**config.mk**
```make
export PLATFORM = sky130hd
export DESIGN_NAME = regfile_dump_reader
export DESIGN_NICKNAME = d
export VERILOG_FILES = /design/src/rtl/regfile_dump_reader.sv
export SDC_FILE = /design/constraint.sdc
export NUM_CORES = 1
export LEC_CHECK = 0
export CAP_MARGIN = 20
export CORE_AREA = 2 2 91 93
export CTS_BUF_LIST = sky130_fd_sc_hd__clkbuf_4 sky130_fd_sc_hd__clkbuf_8 sky130_fd_sc_hd__clkbuf_16
export DETAILED_ROUTE_END_ITERATION = 8
export DIE_AREA = 0 0 93 95
export PLACE_DENSITY = 0.85
export SLEW_MARGIN = 20
export SYNTH_ARGS = -nofsm -noshare
export SYNTH_HDL_FRONTEND = slang
export SYNTH_SLANG_ARGS = --single-unit
```
**constraint.sdc**
```tcl
create_clock -name Clk -period 3.27 [get_ports Clk]
set_clock_uncertainty 0.15 [all_clocks]
set_input_delay 0.4905 -clock Clk [delete_from_list [all_inputs] [get_ports Clk]]
set_output_delay 0.4905 -clock Clk [all_outputs]
set_load 0.1 [all_outputs]
```
**src/rtl/regfile_dump_reader.sv**
```systemverilog
// Reads registers FirstReg..LastReg (mod 32) through RA/BusA and streams them out over valid/ready.
// Define REGDUMP_CHECKSUM_EN to append an XOR-checksum beat after the last register.
module regfile_dump_reader #(
    parameter int READ_WAIT = 1
) (
    input  logic        Clk,
    input  logic        ResetL,
    input  logic        Start,
    input  logic [4:0]  FirstReg,
    input  logic [4:0]  LastReg,
    output logic [4:0]  RA,
    input  logic [63:0] BusA,
    output logic [63:0] DataOut,
    output logic [4:0]  DataIndex,
    output logic        DataIsSum,
    output logic        DataValid,
    input  logic        DataReady,
    output logic        Busy,
    output logic        Done
);
    localparam int CW = (READ_WAIT < 2) ? 1 : $clog2(READ_WAIT + 1);

    typedef enum logic [2:0] {
        S_IDLE,
        S_WAIT,
        S_HOLD,
`ifdef REGDUMP_CHECKSUM_EN
        S_SUM,
`endif
        S_FIN
    } state_t;

    state_t          r_state;
    state_t          w_state_nxt;
    logic [4:0]      r_ra;
    logic [4:0]      r_last;
    logic [CW-1:0]   r_wait_cnt;
    logic [63:0]     r_data;
    logic [4:0]      r_index;
`ifdef REGDUMP_CHECKSUM_EN
    logic [63:0]     r_sum;
`endif

    logic w_wait_done;
    logic w_last;

    assign w_wait_done = (r_wait_cnt == CW'(1));
    assign w_last      = (r_ra == r_last);

    always_ff @(posedge Clk or negedge ResetL) begin
        if (!ResetL) r_state <= S_IDLE;
        else         r_state <= w_state_nxt;
    end

    // NOTE: next state defaults to the current state first, so no path through this block can infer a latch.
    always_comb begin
        w_state_nxt = r_state;
        case (r_state)
            S_IDLE: if (Start)       w_state_nxt = S_WAIT;
            S_WAIT: if (w_wait_done) w_state_nxt = S_HOLD;
            S_HOLD: if (DataReady) begin
`ifdef REGDUMP_CHECKSUM_EN
                w_state_nxt = w_last ? S_SUM : S_WAIT;
`else
                w_state_nxt = w_last ? S_FIN : S_WAIT;
`endif
            end
`ifdef REGDUMP_CHECKSUM_EN
            S_SUM:  if (DataReady)   w_state_nxt = S_FIN;
`endif
            S_FIN:                   w_state_nxt = S_IDLE;
            default:                 w_state_nxt = S_IDLE;
        endcase
    end

    // NOTE: sequential state uses non-blocking assignments so every register sees pre-edge values.
    always_ff @(posedge Clk or negedge ResetL) begin
        if (!ResetL) begin
            r_ra       <= '0;
            r_last     <= '0;
            r_wait_cnt <= '0;
            r_data     <= '0;
            r_index    <= '0;
`ifdef REGDUMP_CHECKSUM_EN
            r_sum      <= '0;
`endif
        end else begin
            case (r_state)
                S_IDLE: if (Start) begin
                    r_ra       <= FirstReg;
                    r_last     <= LastReg;
                    r_wait_cnt <= CW'(READ_WAIT);
`ifdef REGDUMP_CHECKSUM_EN
                    r_sum      <= '0;
`endif
                end
                S_WAIT: begin
                    if (w_wait_done) begin
                        r_data  <= BusA;
                        r_index <= r_ra;
                    end else begin
                        r_wait_cnt <= r_wait_cnt - CW'(1);
                    end
                end
                S_HOLD: if (DataReady) begin
`ifdef REGDUMP_CHECKSUM_EN
                    r_sum <= r_sum ^ r_data;
`endif
                    if (!w_last) begin
                        r_ra       <= r_ra + 5'd1;
                        r_wait_cnt <= CW'(READ_WAIT);
                    end
`ifdef REGDUMP_CHECKSUM_EN
                    else begin
                        // Checksum beat reuses the data/index registers.
                        r_data  <= r_sum ^ r_data;
                        r_index <= '0;
                    end
`endif
                end
                default: ;
            endcase
        end
    end

    assign RA        = r_ra;
    assign DataOut   = r_data;
    assign DataIndex = r_index;
    assign Done      = (r_state == S_FIN);
    assign Busy      = (r_state != S_IDLE) && (r_state != S_FIN);
`ifdef REGDUMP_CHECKSUM_EN
    assign DataIsSum = (r_state == S_SUM);
    assign DataValid = (r_state == S_HOLD) || (r_state == S_SUM);
`else
    assign DataIsSum = 1'b0;
    assign DataValid = (r_state == S_HOLD);
`endif

endmodule

```
==> flow_results.xml <==
<?xml version="1.0" encoding="UTF-8"?>
<metrics>
  <group name="status">
    <metric name="status" unit="">finished clean</metric>
  </group>
  <group name="clock_tree">
    <metric name="cts-buffers-inserted" unit="">9</metric>
    <metric name="holdBufCountCts" unit="">0</metric>
    <metric name="cts-resized-gates" unit="">0</metric>
    <metric name="clock_tree.htree_level_count" unit="">3</metric>
    <metric name="clkTransAtPathRegs" unit="ns">0.07</metric>
    <metric name="cts_sinks" unit="">82</metric>
    <metric name="tritoncts" unit="">yes</metric>
    <metric name="worst_skew_pair.late_latency" unit="ns">0.33</metric>
    <metric name="cts.repair_timing.setup_buffer_count" unit="">0</metric>
    <metric name="clock-root-buffer" unit="">sky130_fd_sc_hd__clkbuf_8</metric>
    <metric name="cts-root-to-sink-buffers" unit="">2</metric>
  </group>
  <group name="sta">
    <metric name="slew_violations" unit="">0</metric>
    <metric name="final_hold_violation_count" unit="">0</metric>
    <metric name="timing.final.setup_violations" unit="">0</metric>
    <metric name="fmax" unit="GHz">0.447</metric>
    <metric name="maxSlewHeadroom" unit="%">51.7</metric>
    <metric name="fin_tns_setup" unit="ns">0</metric>
    <metric name="tightest_slew" unit="ns">0.724</metric>
    <metric name="rsz_0062_raised_after_global_routing" unit="">no</metric>
    <metric name="min_period" unit="ns">2.24</metric>
    <metric name="setup_ws" unit="ns">1.03</metric>
    <metric name="layout_worst_path_cycle_share" unit="%">68.4</metric>
    <metric name="holdWs" unit="ns">0.0231</metric>
  </group>
  <group name="synth">
    <metric name="synthesis.area" unit="sq um">3350</metric>
    <metric name="synth.net_count" unit="">309</metric>
    <metric name="synth.yosys.warnings" unit="">0</metric>
    <metric name="synth_sequential_area_ratio" unit="%">61.3</metric>
    <metric name="yosys.cell_types.count" unit="">31</metric>
    <metric name="synth.top_cells.by_area" unit="">sky130_fd_sc_hd__dfrtp_1, sky130_fd_sc_hd__mux2_2, sky130_fd_sc_hd__ha_1</metric>
    <metric name="post_synth_edffs" unit="">0</metric>
    <metric name="async_reset_ff_share" unit="%">100</metric>
    <metric name="post_synth_inst_count" unit="">226</metric>
    <metric name="post-synth-top-area-fraction" unit="%">61.3</metric>
    <metric name="primary_flip_flop_cell_chosen_by_synthesis_mapping" unit="">sky130_fd_sc_hd__dfrtp_1</metric>
    <metric name="synth_top_area_cell" unit="">sky130_fd_sc_hd__dfrtp_1</metric>
    <metric name="post_synth.cell_area_avg" unit="sq um">14.8</metric>
    <metric name="yosys.cell_count.top_type" unit="">sky130_fd_sc_hd__dfrtp_1</metric>
    <metric name="synth.top_cells.by_count" unit="">sky130_fd_sc_hd__dfrtp_1, sky130_fd_sc_hd__mux2_2, sky130_fd_sc_hd__nand2_1</metric>
    <metric name="synth.ff_latch_count" unit="">82</metric>
  </group>
  <group name="drt">
    <metric name="drc_violation_count_after_routing" unit="">0</metric>
    <metric name="vias" unit="">2408</metric>
    <metric name="detailedRoute.firstIterationViolations" unit="">62</metric>
    <metric name="detail_route.first_pass.iterations" unit="">4</metric>
    <metric name="drtAntennaViolNets" unit="">0</metric>
    <metric name="routed_wl" unit="um">7260</metric>
    <metric name="routed_via_density" unit="">4.88</metric>
    <metric name="route.detailed.wl_per_inst" unit="um">14.7</metric>
  </group>
  <group name="finish">
    <metric name="area_growth_syn_to_layout" unit="%">49.7</metric>
    <metric name="num_antenna_cells" unit="">0</metric>
    <metric name="drive_gt1_share" unit="%">45.4</metric>
    <metric name="num-nets-final" unit="">466</metric>
    <metric name="filler_cell_count" unit="">623</metric>
    <metric name="finalNonFillerCells" unit="">493</metric>
  </group>
  <group name="grt">
    <metric name="first_global_vias" unit="">2380</metric>
    <metric name="grt.total_usage" unit="%">16.1</metric>
    <metric name="grt_max_degree" unit="">83</metric>
    <metric name="antenna_found_initial" unit="">0</metric>
    <metric name="overflow" unit="">0</metric>
    <metric name="grt_first_pass_wirelength" unit="um">11000</metric>
  </group>
  <group name="flow_run">
    <metric name="max-cap-violations" unit="">0</metric>
  </group>
  <group name="floorplanning">
    <metric name="core" unit="sq um">7930</metric>
    <metric name="io_pins" unit="">156</metric>
    <metric name="die_h" unit="um">95</metric>
    <metric name="die_extent_in_x" unit="um">93</metric>
    <metric name="start_util" unit="%">42.2</metric>
    <metric name="row_count" unit="">33</metric>
    <metric name="floorplan.die_area" unit="sq um">8840</metric>
  </group>
  <group name="worst_setup_path">
    <metric name="regToRegStartpoint" unit="">r_state[0]$_DFFE_PN0P_</metric>
    <metric name="crit_path_max_incr_delay" unit="ns">0.42</metric>
    <metric name="cp_cell_sequence" unit="">inv_1 &gt; ha_1 &gt; buf_4</metric>
    <metric name="crit_path_start_kind" unit="">flip-flop</metric>
    <metric name="setup.worst_path.start" unit="">r_state[0]$_DFFE_PN0P_</metric>
    <metric name="timing.critical_path.required" unit="ns">2.63</metric>
    <metric name="criticalPathCategory" unit="">flip-flop to output pin</metric>
    <metric name="worst-path-max-fanout" unit="">7</metric>
    <metric name="end_kind" unit="">output pin</metric>
    <metric name="critPathSlowestCell" unit="">sky130_fd_sc_hd__dfrtp_1</metric>
    <metric name="arrival" unit="ns">1.60</metric>
  </group>
  <group name="placed_design">
    <metric name="place_congestion" unit="">0.847</metric>
    <metric name="hpwl" unit="um">5410</metric>
    <metric name="dp_cells" unit="">477</metric>
    <metric name="place_ws" unit="ns">1.02</metric>
    <metric name="portBuffers" unit="">154</metric>
  </group>
  <group name="hold_path">
    <metric name="min-delay-path-class" unit="">primary input to async pin</metric>
  </group>
</metrics>
-- cell usage in the layout (no fill, tap or decap), types with 2 or more instances in the layout --
master,Yosys,routed
sky130_fd_sc_hd__xnor2_2,2,2
sky130_fd_sc_hd__o21ai_0,8,8
sky130_fd_sc_hd__o31ai_1,4,4
sky130_fd_sc_hd__o21ai_1,2,2
sky130_fd_sc_hd__clkbuf_4,0,3
sky130_fd_sc_hd__mux2_2,71,71
sky130_fd_sc_hd__nand2_1,9,8
sky130_fd_sc_hd__ha_1,5,5
sky130_fd_sc_hd__dfrtp_1,82,82
sky130_fd_sc_hd__clkdlybuf4s50_1,0,76
sky130_fd_sc_hd__nand4_1,2,2
sky130_fd_sc_hd__a221oi_1,3,3
sky130_fd_sc_hd__clkbuf_8,0,11
sky130_fd_sc_hd__a21oi_1,2,2
sky130_fd_sc_hd__nand3_1,2,2
sky130_fd_sc_hd__nor2_1,5,5
sky130_fd_sc_hd__buf_4,1,77
sky130_fd_sc_hd__inv_1,7,7
-- kinds of logic (layout without fill, tap and decap cells) --
family                     Yosys count  count (layout)  share of synthesized area, %
AOI/OAI and AO/OA                   22              22                          4.26
xor gates and xnor gates             5               5                          2.32
adders and majority gates            5               5                          1.87
buffers and inverters               17             179                          2.36
DFF                                 82              82                          61.3
muxes                               72              72                          24.2
other                                1               1                         0.112
and+or+nand+nor                     22              22                          3.55
-- metrics by stage --
stage	instance area (sq um)	util, %
6_report	5010	63.2
5_1_grt	5010	63.2
4_1_cts	5010	63.1
3_5_place_dp	4800	60.5
3_3_place_gp	4800	60.5
2_1_floorplan	3350	-
-- worst max-delay path: cells and delay by family, from the launching register on --
kind | cells | cell delay [ns]
adders and majority gates | 1 | 0.35
buffers and inverters | 2 | 0.49
DFF | 1 | 0.42
-- state kept, by name, summed over array words and instances, names as in the netlist --
name / count
RA: 5
DataOut: 64
r_state: 2
r_wait_cnt: 1
r_last: 5
DataIndex: 5
-- final cells by class --
class / count / area, sq um / area share [%]
clock buffer: 14 / 174 / 3.47
clock inverter: 2 / 35.0 / 0.699
inverter: 8 / 30.0 / 0.599
multi-input combinational: 127 / 1220 / 24.3
sequential: 82 / 2050 / 41.0
tap: 105 / 131 / 2.62
timing repair buffer: 155 / 1370 / 27.3
-- routing by layer --
metal  vias to the layer above  part of all wire (%)  track usage [%]
li1                       1109                     -                -
met1                      1180                    39             18.6
met2                       106                    51             28.0
met3                        13                   7.6             4.71
met4                         0                   1.7             6.62
met5                         -                     0                0
-- path summary, 6_finish.rpt --
path / end / slack, ns / depth (start not counted)
max in group asynchronous: DataOut[21]$_DFFE_PN0P_ / 2.44 / 1
setup reg to reg: RA[2]$_DFFE_PN0P_ / 1.03 / 7
min in group Clk: DataIndex[2]$_DFFE_PN0P_ / 0.33 / 2
hold reg to reg: DataIndex[2]$_DFFE_PN0P_ / 0.33 / 2
setup / recovery: DataValid / 1.03 / 3
hold / removal: r_last[3]$_DFFE_PN0P_ / 0.02 / 1
Power is not shown: default switching activity piles up to over one toggle a cycle in this logic, so the estimate is an artifact.
